`src/rtl/cordic_pkg.sv`:
```
`default_nettype none
// ============================================================================
// Module   : cordic_pkg
// Brief    : Shared CORDIC types, default widths and the arctangent table.
// Revision : 1.0
// ============================================================================
package cordic_pkg;

    localparam int CORDIC_DATA_WIDTH        = 16;
    localparam int CORDIC_OUTPUT_DATA_WIDTH = CORDIC_DATA_WIDTH + 2;
    localparam int CORDIC_MAX_ITERATIONS    = 24;

    typedef enum logic {
        ROTATION = 1'b0,
        VECTOR   = 1'b1
    } cordic_func;

    typedef enum logic [1:0] {
        IDLE = 2'd0,
        RUN  = 2'd1,
        DONE = 2'd2
    } cordic_state;

    // atan(2^-i) as a binary angle, 2^31 == pi
    localparam logic [31:0] ATAN_TABLE [CORDIC_MAX_ITERATIONS] = '{
        32'h20000000, 32'h12E4051D, 32'h09FB385B, 32'h051111D4,
        32'h028B0D43, 32'h0145D7E1, 32'h00A2F61E, 32'h00517C55,
        32'h0028BE53, 32'h00145F2E, 32'h000A2F98, 32'h000517CC,
        32'h00028BE6, 32'h000145F3, 32'h0000A2F9, 32'h0000517C,
        32'h000028BE, 32'h0000145F, 32'h00000A2F, 32'h00000517,
        32'h0000028B, 32'h00000145, 32'h000000A2, 32'h00000051
    };

endpackage
`default_nettype wire

```
`src/rtl/cordic_atan_rom.sv`:
```
`default_nettype none
// ============================================================================
// Module   : cordic_atan_rom
// Brief    : Combinational lookup of atan(2^-idx) rounded to WIDTH bits.
// Revision : 1.0
// ============================================================================
module cordic_atan_rom
    import cordic_pkg::*;
#(
    parameter int WIDTH = 19
) (
    input  logic [4:0]       idx,
    output logic [WIDTH-1:0] atan
);

    localparam int c_shift = 32 - WIDTH;

    logic [31:0] w_entry;

    always_comb begin
        w_entry = '0;
        if (idx < 5'(CORDIC_MAX_ITERATIONS)) begin
            w_entry = ATAN_TABLE[idx];
        end
        // Table entries stay below 2^30, so the rounding add cannot carry out
        atan = WIDTH'((w_entry + (32'd1 << (c_shift - 1))) >> c_shift);
    end

endmodule
`default_nettype wire

```
`src/rtl/cordic_iter_core.sv`:
```
`default_nettype none
// ============================================================================
// Module   : cordic_iter_core
// Brief    : Iterative CORDIC, one micro-rotation per clock, rotation/vector.
// Revision : 1.0
// ============================================================================
module cordic_iter_core
    import cordic_pkg::*;
#(
    parameter int DATA_WIDTH = CORDIC_DATA_WIDTH,
    parameter int OUT_WIDTH  = CORDIC_OUTPUT_DATA_WIDTH,
    parameter int ITERATIONS = 14,
    parameter int GUARD      = 3
) (
    input  logic                  clk,
    input  logic                  rst_n,
    input  logic                  in_valid,
    output logic                  in_ready,
    input  logic                  in_mode,
    input  logic [DATA_WIDTH-1:0] in_x,
    input  logic [DATA_WIDTH-1:0] in_y,
    input  logic [DATA_WIDTH-1:0] in_z,
    output logic                  out_valid,
    input  logic                  out_ready,
    output logic [OUT_WIDTH-1:0]  out_x,
    output logic [OUT_WIDTH-1:0]  out_y,
    output logic [OUT_WIDTH-1:0]  out_z
);

    localparam int c_xw = OUT_WIDTH + GUARD;
    localparam int c_zw = DATA_WIDTH + GUARD;
    localparam logic [4:0] c_last = 5'(ITERATIONS - 1);
    localparam logic signed [c_zw-1:0] c_half_pi = c_zw'(1) << (c_zw - 2);

    cordic_state               r_state;
    cordic_func                r_mode;
    logic [4:0]                r_cnt;
    logic                      r_in_ready;
    logic                      r_out_valid;
    logic signed [c_xw-1:0]    r_x, r_y;
    logic signed [c_zw-1:0]    r_z;
    logic [OUT_WIDTH-1:0]      r_out_x, r_out_y, r_out_z;

    logic signed [c_xw-1:0]    w_x_ext, w_y_ext, w_x0, w_y0;
    logic signed [c_zw-1:0]    w_z_ext, w_z0;
    logic signed [c_xw-1:0]    w_xs, w_ys, w_x_nx, w_y_nx;
    logic signed [c_zw-1:0]    w_z_nx;
    logic [c_zw-1:0]           w_atan;
    logic                      w_dpos;
    logic signed [OUT_WIDTH-1:0]  w_rx, w_ry;
    logic signed [DATA_WIDTH-1:0] w_rz;

    assign w_x_ext = c_xw'($signed(in_x)) <<< GUARD;
    assign w_y_ext = c_xw'($signed(in_y)) <<< GUARD;
    assign w_z_ext = c_zw'(in_z) << GUARD;

    // Quadrant fold so the residual angle lies inside the CORDIC convergence range
    always_comb begin
        w_x0 = w_x_ext;
        w_y0 = w_y_ext;
        w_z0 = w_z_ext;
        if (cordic_func'(in_mode) == ROTATION) begin
            if (in_z[DATA_WIDTH-1:DATA_WIDTH-2] == 2'b01) begin
                w_x0 = -w_y_ext;
                w_y0 = w_x_ext;
                w_z0 = w_z_ext - c_half_pi;
            end else if (in_z[DATA_WIDTH-1:DATA_WIDTH-2] == 2'b10) begin
                w_x0 = w_y_ext;
                w_y0 = -w_x_ext;
                w_z0 = w_z_ext + c_half_pi;
            end
        end else if (in_x[DATA_WIDTH-1]) begin
            if (!in_y[DATA_WIDTH-1]) begin
                w_x0 = w_y_ext;
                w_y0 = -w_x_ext;
                w_z0 = w_z_ext + c_half_pi;
            end else begin
                w_x0 = -w_y_ext;
                w_y0 = w_x_ext;
                w_z0 = w_z_ext - c_half_pi;
            end
        end
    end

    cordic_atan_rom #(
        .WIDTH (c_zw)
    ) u_atan_rom (
        .idx  (r_cnt),
        .atan (w_atan)
    );

    assign w_xs   = r_x >>> r_cnt;
    assign w_ys   = r_y >>> r_cnt;
    assign w_dpos = (r_mode == ROTATION) ? ~r_z[c_zw-1] : r_y[c_xw-1];

    always_comb begin
        if (w_dpos) begin
            w_x_nx = r_x - w_ys;
            w_y_nx = r_y + w_xs;
            w_z_nx = r_z - w_atan;
        end else begin
            w_x_nx = r_x + w_ys;
            w_y_nx = r_y - w_xs;
            w_z_nx = r_z + w_atan;
        end
    end

    if (GUARD > 0) begin : g_round
        localparam logic signed [c_xw-1:0] c_xhalf = c_xw'(1) << (GUARD - 1);
        localparam logic signed [c_zw-1:0] c_zhalf = c_zw'(1) << (GUARD - 1);
        assign w_rx = OUT_WIDTH'((w_x_nx + c_xhalf) >>> GUARD);
        assign w_ry = OUT_WIDTH'((w_y_nx + c_xhalf) >>> GUARD);
        assign w_rz = DATA_WIDTH'((w_z_nx + c_zhalf) >>> GUARD);
    end else begin : g_exact
        assign w_rx = w_x_nx;
        assign w_ry = w_y_nx;
        assign w_rz = w_z_nx;
    end

    always_ff @(posedge clk or negedge rst_n) begin
        if (!rst_n) begin
            r_state     <= IDLE;
            r_mode      <= ROTATION;
            r_cnt       <= '0;
            r_in_ready  <= 1'b0;
            r_out_valid <= 1'b0;
            r_x         <= '0;
            r_y         <= '0;
            r_z         <= '0;
            r_out_x     <= '0;
            r_out_y     <= '0;
            r_out_z     <= '0;
        end else begin
            case (r_state)
                IDLE: begin
                    r_in_ready <= 1'b1;
                    if (in_valid && r_in_ready) begin
                        r_x        <= w_x0;
                        r_y        <= w_y0;
                        r_z        <= w_z0;
                        r_mode     <= cordic_func'(in_mode);
                        r_cnt      <= '0;
                        r_in_ready <= 1'b0;
                        r_state    <= RUN;
                    end
                end
                RUN: begin
                    r_x   <= w_x_nx;
                    r_y   <= w_y_nx;
                    r_z   <= w_z_nx;
                    r_cnt <= r_cnt + 5'd1;
                    if (r_cnt == c_last) begin
                        r_out_x     <= w_rx;
                        r_out_y     <= w_ry;
                        r_out_z     <= OUT_WIDTH'(w_rz);
                        r_out_valid <= 1'b1;
                        r_state     <= DONE;
                    end
                end
                DONE: begin
                    if (out_ready) begin
                        r_out_valid <= 1'b0;
                        r_in_ready  <= 1'b1;
                        r_state     <= IDLE;
                    end
                end
                default: r_state <= IDLE;
            endcase
        end
    end

    assign in_ready  = r_in_ready;
    assign out_valid = r_out_valid;
    assign out_x     = r_out_x;
    assign out_y     = r_out_y;
    assign out_z     = r_out_z;

endmodule
`default_nettype wire

```
`config.mk`:
```
export PLATFORM = sky130hd
export DESIGN_NAME = cordic_iter_core
export DESIGN_NICKNAME = d
export VERILOG_FILES = /design/src/rtl/cordic_pkg.sv /design/src/rtl/cordic_atan_rom.sv /design/src/rtl/cordic_iter_core.sv
export SDC_FILE = /design/constraint.sdc
export NUM_CORES = 1
export LEC_CHECK = 0
export ABC_AREA = 1
export CORE_AREA = 2 2 197 199
export DETAILED_ROUTE_END_ITERATION = 7
export DIE_AREA = 0 0 199 201
export GPL_TIMING_DRIVEN = 0
export PLACE_DENSITY = 0.64
export SLEW_MARGIN = 20
export SYNTH_ARGS = -nofsm -noshare
export SYNTH_HDL_FRONTEND = slang
export SYNTH_SLANG_ARGS = --single-unit
```
`constraint.sdc`:
```
create_clock -name clk -period 5.07 [get_ports clk]
set_clock_uncertainty 0.05 [all_clocks]
set_input_delay 1.521 -clock clk [delete_from_list [all_inputs] [get_ports clk]]
set_output_delay 1.521 -clock clk [all_outputs]
set_load 0.02 [all_outputs]
```
# Word level (Yosys, flattened, before mapping)
# Memory sizes are Yosys's and may differ from the RTL's.
# Index checks and enable logic that the tools add are counted.
dict set report op_classes {
  n_addsub 15
  magnitude_cmp 2
  n_eq_ne 8
  n_shift 2
  muxes 40
  bitwise 2
  reduce_logical 11
}
# cell count
set ops {}
lappend ops {{two-way mux 21 bit} 14}
lappend ops {{two-way mux 19 bit} 7}
lappend ops {{two-way mux 32 bit} 3}
lappend ops {{case mux 21 bit (2 select lines)} 2}
lappend ops {{adder 21 bit} 2}
lappend ops {{adder 21 x 4 -> 21 bit (second input constant)} 2}
lappend ops {{negation 19 -> 21 bit} 2}
lappend ops {{>>> shifter 21 x 5 -> 21 bit} 2}
lappend ops {{subtractor 21 bit} 2}
lappend ops {{case mux 19 bit (2 select lines)} 1}
lappend ops {{adder 32 x 13 -> 32 bit (second input constant)} 1}
lappend ops {{adder 19 bit} 1}
lappend ops {{adder 19 bit (second input constant)} 1}
lappend ops {{adder 19 x 4 -> 19 bit (second input constant)} 1}
lappend ops {{subtractor 19 bit} 1}
lappend ops {{subtractor 19 bit (second input constant)} 1}
lappend ops {{case mux 5 bit (2 select lines)} 1}
lappend ops {{AND reduction 2 bit} 4}
lappend ops {{greater-or-equal comparator 6 bit (second input constant)} 1}
lappend ops {{two-way mux 2 bit} 3}
lappend ops {{inequality test 2 bit (second input constant)} 3}
lappend ops {{inverter 5 -> 6 bit} 1}
lappend ops {{case mux 2 bit (3 select lines)} 1}
lappend ops {{AND reduction 3 bit} 2}
lappend ops {{12 further kinds} 21}
dict set report word_totals {
  ff_bits 123
  rom_bits 1024
  in_bits 53
  elab_cells 92
  n_memories 1
}
# name words width read_ports rd_ports_with_merged_regs wr line_no
set memory_table {}
lappend memory_table {{(name not given)} 32 32 1 0 0 cordic_atan_rom.sv:23} ;# w_entry = ATAN_TABLE[idx];

# Logic depth before layout (Yosys ltp)
# Gate-level depths: netlist of the first run.
dict set report logic_depth {
  word_depth 9
  ltp_mapped 39
  ltp_nobuf 38
}

# Hierarchy
# A second synthesis of the first run with hierarchy kept.
dict set report unflattened {
  hier_cells 2639
  hier_area_um2 16046.6
}
# mod instances cells_each area_per_inst_um2 seq_area_each_um2
set modules_own_cells {}
lappend modules_own_cells {cordic_iter_core 1 2497 15278.4 3078.0}
lappend modules_own_cells {cordic_atan_rom 1 142 768.2 0.0}

# Worst setup path after synthesis of the first run
# Ideal clock, no wire load.
dict set report synth_timing {
  path_kind {reg-to-reg}
  from {reg r_cnt[0]}
  to {reg r_out_z[14], in the netlist out_z[14]}
  arrival_ps 4420
  slack_ps 483
  stages_incl_launch_ff 34
  synth_period_minus_slack_ps 4587
  path_cell_list {dfrtp_1 > inv_2 > buf_2 > ha_1 > nand3_1 > nand2_1 > nand3_1 > inv_1 > ha_1 > inv_1 > xor2_1 > inv_1 > ha_1 > inv_1 > nor2_1 > and2_1 > nand3_1 > nor2_1 > nor2_1 > xnor2_1 > ha_1 > nand2_1 > nor2_1 > nand3_1 > nand3_1 > nand2_1 > nand2_1 > xor2_1 > nand2_1 > nor3_1 > nand3_1 > xor2_1 > nand2_1 > nand2_1}
}
dict set report synth_between {
  elab_chain_cells 9
}
# element line_no
set synth_rtl {}
lappend synth_rtl {{start: declaration} cordic_iter_core.sv:37} ;# logic [4:0] r_cnt;
lappend synth_rtl {{start signal: assignment} cordic_iter_core.sv:151} ;# r_cnt <= r_cnt + 5'd1;
lappend synth_rtl {{inverter 5 -> 6 bit (not written as such)} cordic_atan_rom.sv:23}
lappend synth_rtl {{memory (32 x 32 bit)} --}
lappend synth_rtl {{two-way mux 32 bit (not written as such) (2 in series)} cordic_atan_rom.sv:23}
lappend synth_rtl {{two-way mux 32 bit} cordic_atan_rom.sv:22} ;# if (idx < 5'(CORDIC_MAX_ITERATIONS)) begin
lappend synth_rtl {{adder 32 x 13 -> 32 bit} cordic_atan_rom.sv:26} ;# atan = WIDTH'((w_entry + (32'd1 << (c_shift - 1))) >> c_shift);
lappend synth_rtl {{adder 19 bit or subtractor 19 bit (tied branches)} {cordic_iter_core.sv:104, cordic_iter_core.sv:100}}
lappend synth_rtl {{two-way mux 19 bit} cordic_iter_core.sv:97} ;# if (w_dpos) begin
lappend synth_rtl {{adder 19 x 4 -> 19 bit} cordic_iter_core.sv:113} ;# assign w_rz = DATA_WIDTH'((w_z_nx + c_zhalf) >>> GUARD);
lappend synth_rtl {{end signal: assignment} cordic_iter_core.sv:155} ;# r_out_z <= OUT_WIDTH'(w_rz);
lappend synth_rtl {{end: declaration} cordic_iter_core.sv:42} ;# logic [OUT_WIDTH-1:0] r_out_x, r_out_y, r_out_z;
# Parallel ways exist; a longest one is shown, timed or not. The select of a mux whose other input is x is not followed.
# A chain may end at the register's enable or synchronous reset.

# Worst setup path after layout of the first run
dict set report layout_timing {
  from {reg r_cnt[0]}
  to {reg r_out_z[12], in the netlist out_z[12]}
}
# Same word-level chain as after synthesis.

==> impl_metrics.csv, run 1 <==
group,metric,value,unit
outcome,outcome,"finished clean",
grt,antenna_found_initial,0,
placed_design,hpwl,50.9,mm
setup_path,r2r_slack,0.01,ns
setup_path,crit_cells,34,
sta,slew_viol_final,0,
route,drt_iter0_drc,1678,
route,firstDrtPassIters,5,
run,drv_cap,0,
setup_path,crit_type,"flip-flop to flip-flop",
route,ant_nets,0,
sta,min_period_over_period,99.7,%
floorplan,die-width,199,um
floorplan,die_height,201,um
sta,fin_crit,5.06,ns
setup_path,crit_path_end_kind,"flip-flop",
setup_path,cp-endpoint,"out_z[12]$_DFFE_PN0P_",
route,wl,67.4,mm
synthesis,synth.cell_area,15000,um2
sta,setup-violations-final,0,
clocking,clkSinkCount,123,
clocking,ctsHoldBuffers,0,
setup_path,r2r-end,"out_z[12]$_DFFE_PN0P_",
floorplan,core-area,38100,um2
floorplan,die_area,40000,um2
synthesis,avgSynthCellArea,6.19,um2
sta,rsz0062_at_grt,"true",
grt,grt_pass1_wl,99.0,mm
placed_design,gp_congestion,1.05,
synthesis,netlist_instances,2416,
setup_path,critPathLaunchType,"flip-flop",
clocking,root_buffer,"clkbuf_16",
setup_path,reg2reg_depth,34,
placed_design,portBuffers,105,
synthesis,synth_cell_types,60,
finish,layout-drive-gt1-share,18.4,%
setup_path,cp_max_fo,8,
sta,setup_slack,0.0143,ns
synthesis,synthFlopType,"dfrtp_1",
grt,grt.total_usage,32.7,%
grt,grt_max_degree,88,
sta,maxSlewHeadroom,15.5,%
clocking,clk_pin_slew,0.07,ns
synthesis,syn_nets,2552,
sta,hold_violations,0,
setup_path,r2r-start,"r_cnt[0]$_DFFE_PN0P_",
sta,tightest_slew,1.27,ns
setup_path,crit_start,"r_cnt[0]$_DFFE_PN0P_",
setup_path,crit_buf_inv,5,
route,drc_errors,0,
finish,num_antenna_cells,0,
clocking,cts_buffer_depth,2,
grt,gr-total-overflow,0,
floorplan,rows,72,
clocking,cts_buffers,17,
floorplan,start_util,39.3,%
setup_path,cp_slowest_cell,"dfrtp_2",
synthesis,synth_edf_count,0,
grt,grt_pass1_vias,17200,
finish,nets,2751,
clocking,insertion_delay,0.46,ns
route,via_count,18200,
setup_path,cp_slowest_stage_delay,0.51,ns
setup_path,crit_top_cell,"nand2_2",
placed_design,post-place-ws,-0.771,ns
synthesis,synth_seq_area_share,20.6,%
synthesis,async_flop_share,100,%
synthesis,synth_warnings,0,
route,viasPerCell,5.78,
placed_design,dpl.cell_count,3040,
clocking,cts_tree,"done",
sta,max_freq,198,MHz
synthesis,synth-seq-cells,123,
floorplan,io_pins,109,
setup_path,required,5.42,ns
finish,syn_to_final_growth,30.4,%
setup_path,cp.arrival,5.40,ns
route,wl_per_cell,21.4,um
finish,final_cells,3146,
setup_path,cp_top_family,"simple AND/OR/NAND/NOR gates",
clocking,h-tree-depth,4,
min_path,hp-class,"flip-flop to flip-flop",
metal layers:
layer,vias to the layer above,track usage (%),share of wire [%]
met5,-,0,0
met4,0,18.0,5.9
met3,199,4.39,6.6
met2,850,52.5,46
met1,8724,42.3,42
li1,8408,-,-
how the worst min path moves through the flow:
stage / slack (ns) / to / startpoint / depth (start not counted)
floorplan: 0.41 / r_z[2]$_DFFE_PN0P_ / r_z[2]$_DFFE_PN0P_ / 2
global placement: 0.41 / out_y[0]$_DFFE_PN0P_ / out_y[0]$_DFFE_PN0P_ / 2
detailed placement: 0.42 / out_y[0]$_DFFE_PN0P_ / out_y[0]$_DFFE_PN0P_ / 2
CTS: 0.43 / out_y[0]$_DFFE_PN0P_ / out_y[0]$_DFFE_PN0P_ / 2
global route: 0.46 / out_x[16]$_DFFE_PN0P_ / out_x[16]$_DFFE_PN0P_ / 2
finish: 0.42 / out_y[0]$_DFFE_PN0P_ / out_y[0]$_DFFE_PN0P_ / 2
worst reg2reg max path: cells and delay by family (launching register included):
family                   cells  cell delay (ns)
buffers and inverters        5             0.55
AO/OA/AOI/OAI                1             0.24
flip-flops                   1             0.51
adder cells (fa/ha/maj)      3             0.57
AND/OR/NAND/NOR             22             2.36
XOR/XNOR                     3             0.70
Yosys cell counts, drive strengths merged (9+ instances only):
cell	count	share of area (%)
nand2	752	19
a31oi	9	0.38
o31ai	11	0.55
buf	37	1.8
o21ai	178	6.1
o211ai	39	2.0
and2	13	0.54
ha	80	6.7
clkbuf	61	1.5
a221oi	24	1.4
nand4	21	0.92
xor2	93	5.5
nor2	207	5.7
nand3	214	7.5
inv	260	6.6
dfrtp	123	21
a21oi	119	4.0
nor3	33	1.2
o22ai	20	0.84
xnor2	36	2.1
o221ai	24	1.4
cell usage in the layout (no fill, tap or decap), types with 35 or more instances in the layout:
cell | netlist | final
a21oi_1 | 117 | 101
buf_4 | 9 | 81
nand3_2 | 11 | 38
o211ai_1 | 38 | 38
inv_1 | 247 | 236
o21ai_1 | 34 | 43
o21ai_0 | 137 | 105
nand2_1 | 736 | 688
nand3_1 | 203 | 170
dfrtp_1 | 123 | 121
nor2_2 | 16 | 35
nand2_2 | 15 | 54
clkbuf_1 | 61 | 54
ha_1 | 80 | 54
nor2_1 | 186 | 147
clkdlybuf4s50_1 | 0 | 104
xor2_1 | 92 | 63
final cells by class:
type	instances	area [um2]
fillers	3809	18600
multi-input cells	1933	11900
flip-flops and latches	123	3080
repair buffers	181	1700
inverters	262	1000
well taps	518	648
plain buffers	97	566
clock buffers	17	425
clock inverters	15	165
timing repair:
item,in CTS,in global routing
resized for setup,77,309
buffers inserted,10,64
endpoints found under the setup margin,38,37
endpoints found under the hold margin,0,0
pin swaps,18,108
gates cloned,0,1
cell families (layout without fill, tap and decap cells):
family / after synthesis / count (layout) / share of synthesized area, %
AND/OR/NAND/NOR: 1263 / 1263 / 36.2
buffers and inverters: 360 / 572 / 9.96
adder cells (fa/ha/maj): 83 / 83 / 7.09
XOR/XNOR: 129 / 129 / 7.60
AO/OA/AOI/OAI: 458 / 458 / 18.6
flip-flops: 123 / 123 / 20.6
sequential cells by signal (all words and copies together), names as in the netlist:
name / count
out_x: 18
out_z: 16
r_mode: 1
r_y: 21
r_state: 2
r_cnt: 5
r_z: 19
out_y: 18
out_valid: 1
r_x: 21
in_ready: 1
through the flow:
stage	TNS, ns	util [%]	cell area (um2)	hold WS (ns)
after detailed placement	-10.93	43.8	16700	0.418
after floorplan	0	-	15000	0.409
after global placement	-364.72	43.7	16700	0.411
after global routing	-1.88	51.2	19500	0.462
after CTS	0	46.5	17700	0.432
final	0	51.2	19500	0.422
Power of run 1 is left out: the tool's default activity adds up to more than one toggle a clock period on the data nets, which glitch-free logic cannot reach.
==> run 2: changes to the inputs <==
CORE_AREA = 2 2 235 237   (was 2 2 197 199)
DIE_AREA = 0 0 237 239   (was 0 0 199 201)
PLACE_DENSITY = 0.52   (was 0.64)
SYNTH_HIERARCHICAL = 1   (was not set)
==> impl_metrics.csv, run 2 <==
group,metric,value,unit
setup_path,cp_max_fo,10,
floorplan,die_height,239,um
finish,syn_to_final_growth,26.4,%
finish,multiInputGateArea,12600,um2
sta,whs,0.428,ns
route,wl,75.0,mm
run,drv_cap,0,
sta,setup_tns,0,ns
synthesis,synth.cell_area,16000,um2
finish,nets,2957,
synthesis,async_flop_share,100,%
placed_design,gp_congestion,0.990,
finish,seq_area,3080,um2
synthesis,synth-seq-cells,123,
synthesis,synthFlopType,"dfrtp_1",
synthesis,synth_cell_types,60,
setup_path,crit_path_end_kind,"flip-flop",
sta,hold_violations,0,
grt,gr-total-overflow,0,
setup_path,cp_slowest_stage_delay,0.68,ns
sta,maxSlewHeadroom,36.2,%
route,drt_iter0_drc,1650,
synthesis,synth_edf_count,0,
grt,grt_pass1_vias,17700,
clocking,h-tree-depth,4,
min_path,hp-class,"flip-flop to flip-flop",
setup_path,required,5.32,ns
clocking,root_buffer,"clkbuf_16",
finish,num_antenna_cells,0,
sta,fin_crit,4.85,ns
synthesis,synth_seq_area_share,19.2,%
sta,setup-violations-final,0,
finish,fillerInstances,5905,
floorplan,io_pins,109,
setup_path,cp_slowest_cell,"nor2_1",
setup_path,critPathLaunchType,"input port",
sta,min_period_over_period,95.6,%
floorplan,die_area,56600,um2
clocking,clkSinkCount,123,
route,drc_errors,0,
finish,layout_commonest_cell,"nand2_1",
synthesis,ys_top_cells_by_area,"dfrtp_1 (19%), nand2_1 (19%), nand3_1 (8.9%)",
setup_path,cp_top_family,"buffers and inverters",
setup_path,cp_cell_sequence,"clkdlybuf4s50_1 -> inv_1 -> ha_1 -> nor2_1 -> inv_1 -> nor2_1 -> inv_1 -> clkbuf_1 -> o22ai_1 -> inv_1 -> a32oi_1 -> o21ai_0",
synthesis,yosysMostFrequentCell,"nand2_1",
setup_path,crit_type,"input port to flip-flop",
clocking,insertion_delay,0.44,ns
floorplan,die-width,237,um
sta,tightest_slew,0.957,ns
grt,antenna_found_initial,0,
setup_path,crit_top_cell,"inv_1",
finish,largestRegisters,"r_x (21), r_y (21), r_z (19)",
route,via_count,19200,
route,wl_per_cell,21.2,um
setup_path,cp.arrival,5.10,ns
sta,slew_viol_final,0,
route,ant_nets,0,
floorplan,core-area,54300,um2
grt,grt_pass1_wl,111,mm
outcome,outcome,"finished clean",
clocking,cts_tree,"done",
clocking,cts_buffers,17,
placed_design,hpwl,60.0,mm
sta,max_freq,206,MHz
route,viasPerCell,5.42,
synthesis,synth_warnings,6,
grt,grt_max_degree,91,
synthesis,avgSynthCellArea,6.08,um2
clocking,cts_buffer_depth,2,
clocking,clk_pin_slew,0.07,ns
synthesis,post-synth-top-area-fraction,19.2,%
floorplan,start_util,29.5,%
synthesis,netlist_instances,2639,
synthesis,yosys-top-cells-count,"nand2_1 (817), nand3_1 (284), inv_1 (260), nor2_1 (196), o21ai_0 (146)",
placed_design,portBuffers,107,
synthesis,synth_area_leader_cell,"dfrtp_1",
grt,grt.total_usage,25.9,%
finish,layout_common_cells,"nand2_1 (765), nand3_1 (265), inv_1 (250)",
route,firstDrtPassIters,5,
setup_path,crit_buf_inv,6,
finish,layout-drive-gt1-share,16.7,%
floorplan,rows,86,
run 2: changes by cell type after synthesis, moves of 11 or more:
cell     change
nand2_2     +14
o21ai_1     -17
a21oi_1     +11
inv_1       +13
nand2_1     +81
nand3_1     +81
nand4_1     +24
xor2_1      -16
nor2_2      +11
run 2: worst paths after layout:
path / startpoint / end / slack (ns) / depth (start not counted)
max: in_z[15] / r_x[9]$_DFFE_PN0P_ / 0.22 / 12
max reg2reg: r_cnt[0]$_DFFE_PN0P_ / out_y[17]$_DFFE_PN0P_ / 0.23 / 35
min: out_z[10]$_DFFE_PN0P_ / out_z[10]$_DFFE_PN0P_ / 0.43 / 2
max in group asynchronous: rst_n / r_cnt[1]$_DFFE_PN0P_ / 3.19 / 2
min reg2reg: out_z[10]$_DFFE_PN0P_ / out_z[10]$_DFFE_PN0P_ / 0.43 / 2
min in group asynchronous: rst_n / out_x[4]$_DFFE_PN0P_ / 0.88 / 1
run 2: worst register-to-register path: cells and delay by family (launching register included):
family	cells	cell delay (ns)
AND/OR/NAND/NOR	28	2.91
adder cells (fa/ha/maj)	1	0.33
buffers and inverters	4	0.45
AO/OA/AOI/OAI	1	0.19
flip-flops	1	0.43
XOR/XNOR	1	0.38
run 2: cells by family (layout without fill, tap and decap cells):
group                    count (synthesis)  in the layout  share of synthesized area [%]
buffers and inverters                  390            578                           9.99
other                                    1              2                         0.0234
adder cells (fa/ha/maj)                 89             89                           7.08
AND/OR/NAND/NOR                       1481           1481                           40.2
XOR/XNOR                               124            124                           7.33
AO/OA/AOI/OAI                          431            431                           16.1
flip-flops                             123            123                           19.2
run 2: timing repair:
item                       in CTS  in global routing
resized for setup              69                249
buffers inserted                7                 43
hold buffers                    0                  0
pin swaps                       7                 86
setup endpoints to repair      51                 50
run 2: layer usage:
layer  up-vias  global-route usage (%)  routed length (um)
li1       9072                       -                   -
met1      9260                    36.1               34300
met2       711                    41.3               33700
met3       112                    3.70                4760
met4         0                    7.94                2280
met5         -                       0                   0
run 2: per-stage QoR:
step | std cells | setup slack [ns] | instance area (um2) | utilization (%)
after floorplan | 2640 | 0.621 | 16100 | -
after global placement | 3451 | -2.83 | 18000 | 33.1
after detailed placement | 3452 | -0.819 | 18000 | 33.2
after CTS | 3491 | 0.00587 | 19000 | 35.0
after global routing | 3532 | -0.0942 | 20300 | 37.3
final | 3532 | 0.224 | 20300 | 37.3
run 2: final cells by class:
type	instances	share of cell area [%]
inverters	286	5.34
clock buffers	17	2.10
plain buffers	102	2.81
multi-input cells	2127	62.1
flip-flops and latches	123	15.2
well taps	704	4.34
repair buffers	158	7.35
clock inverters	15	0.808
Power of run 2 is left out for the same reason.
==> run 3: changes to the inputs <==
CORE_AREA = 2 2 218 220   (was 2 2 235 237)
DIE_AREA = 0 0 220 222   (was 0 0 237 239)
PLACE_DENSITY = 0.57   (was 0.52)
==> impl_metrics.csv, run 3 (synthesized netlist as in run 2, its figures left out) <==
group,metric,value,unit
outcome,outcome,"finished clean",
route,via_count,19200,
clocking,insertion_delay,0.45,ns
finish,num_antenna_cells,0,
grt,grt.total_usage,27.9,%
route,drc_errors,0,
finish,fin_util,43.6,%
route,met1_length,31.7,mm
route,drt_iter0_drc,2142,
route,wl_per_cell,20.4,um
route,top_layer,"met4",
clocking,cts_buffers,17,
floorplan,die_area,48800,um2
setup_path,crit_path_end_kind,"flip-flop",
setup_path,required,5.41,ns
setup_path,critPathLaunchType,"flip-flop",
finish,nets,2951,
grt,grt_pass1_wl,105,mm
setup_path,cp_slowest_cell,"fa_1",
route,dr_wl_met2,30.6,mm
placed_design,gp_congestion,1.01,
floorplan,core-area,46300,um2
sta,setup_tns,0,ns
min_path,hp-class,"flip-flop to flip-flop",
sta,max_freq,205,MHz
finish,layout_common_cells,"nand2_1 (773), nand3_1 (272), inv_1 (254)",
placed_design,hpwl,55.8,mm
setup_path,crit_top_cell,"nand2_1",
sta,setup-violations-final,0,
floorplan,die_height,222,um
clocking,h-tree-depth,4,
route,firstDrtPassIters,6,
finish,largestRegisters,"r_x (21), r_y (21), r_z (19)",
setup_path,cp_max_fo,10,
clocking,ctsHoldBuffers,0,
route,routed-wl-met3,5.17,mm
grt,gr-total-overflow,0,
floorplan,rows,79,
setup_path,crit_type,"flip-flop to flip-flop",
sta,tightest_slew,0.951,ns
route,wl,70.0,mm
finish,final_cell_area,20200,um2
floorplan,io_pins,109,
placed_design,placed_cell_area,17900,um2
setup_path,cp_slowest_stage_delay,0.51,ns
clocking,clkSinkCount,123,
run,drv_cap,0,
placed_design,portBuffers,107,
sta,fin_crit,4.87,ns
grt,antenna_found_initial,0,
clocking,cts_tree,"done",
sta,hold_violations,0,
clocking,clk_pin_slew,0.07,ns
floorplan,die-width,220,um
sta,maxSlewHeadroom,36.6,%
grt,grt_pass1_vias,17800,
clocking,root_buffer,"clkbuf_16",
finish,syn_to_final_growth,25.8,%
sta,slew_viol_final,0,
route,viasPerCell,5.60,
route,ant_nets,0,
clocking,cts_buffer_depth,2,
finish,layout-drive-gt1-share,16.1,%
sta,whs,0.429,ns
setup_path,cp.arrival,5.21,ns
grt,grt_max_degree,92,
floorplan,start_util,34.7,%
sta,min_period_over_period,96.2,%
sta,rsz0062_at_grt,"true",
setup_path,cp_cell_sequence,"o21ai_2 -> inv_1 -> clkbuf_2 -> buf_1 -> nand2_1 -> o21ai_0 -> fa_1 -> inv_1 -> nand3_1 -> nand2_2 -> nand3_1 -> nand2_2 -> nand2_1 -> a21o_1 -> nand2_1 -> nand2_1 -> nor2_1 -> nand4_1 -> inv_1 -> nand2_2 -> nand2_4 -> nand2_1 -> nand2_1",
finish,layout_commonest_cell,"nand2_1",
## run 3: worst max-delay path, delay by kind of cell (launching register included)
family,cells,cell delay [ns]
AND/OR/NAND/NOR,14,1.77
buffers and inverters,5,1.19
AO/OA/AOI/OAI,3,0.80
adder cells (fa/ha/maj),1,0.51
flip-flops,1,0.49
## run 3: per-stage QoR
| step | instances | worst slack [ns] |
|---|---|---|
| 2_1_floorplan | 2640 | 0.621 |
| 3_3_place_gp | 3354 | -2.79 |
| 5_1_grt | 3428 | -0.0574 |
| 4_1_cts | 3389 | 0.00432 |
| 3_5_place_dp | 3355 | -0.638 |
| 6_report | 3428 | 0.195 |
## run 3: metal layers
metal  up-vias  GRT usage [%]
met3       120           3.36
met2       856           42.1
li1       9077              -
met4         0           10.2
met1      9149           40.4
met5         -              0
## run 3: repair_timing
| item | CTS | global route |
|---|---|---|
| setup buffers | 3 | 39 |
| pin swaps | 3 | 72 |
| resized for setup | 39 | 267 |
| setup endpoints to repair | 49 | 46 |
## run 3: path summary, 6_finish.rpt
check | slack, ns | from | end | cells after the start
worst min-delay path | 0.43 | out_y[0]$_DFFE_PN0P_ | out_y[0]$_DFFE_PN0P_ | 2
max in group asynchronous | 3.22 | rst_n | r_cnt[1]$_DFFE_PN0P_ | 2
worst max register to register | 0.20 | r_z[18]$_DFFE_PN0P_ | out_x[17]$_DFFE_PN0P_ | 23
worst max-delay path | 0.20 | r_z[18]$_DFFE_PN0P_ | out_x[17]$_DFFE_PN0P_ | 23
min in group asynchronous | 0.89 | rst_n | out_x[16]$_DFFE_PN0P_ | 1
worst min register to register | 0.43 | out_y[0]$_DFFE_PN0P_ | out_y[0]$_DFFE_PN0P_ | 2
## run 3: final cells by class
cell class | instances | area [um2]
buffer | 104 | 583
clock buffer | 17 | 425
clock inverter | 14 | 185
fill | 4964 | 26100
inverter | 286 | 1080
multi-input combinational | 2127 | 12600
sequential | 123 | 3080
tap | 607 | 759
timing repair buffer | 150 | 1430
Power of run 3 is left out for the same reason.
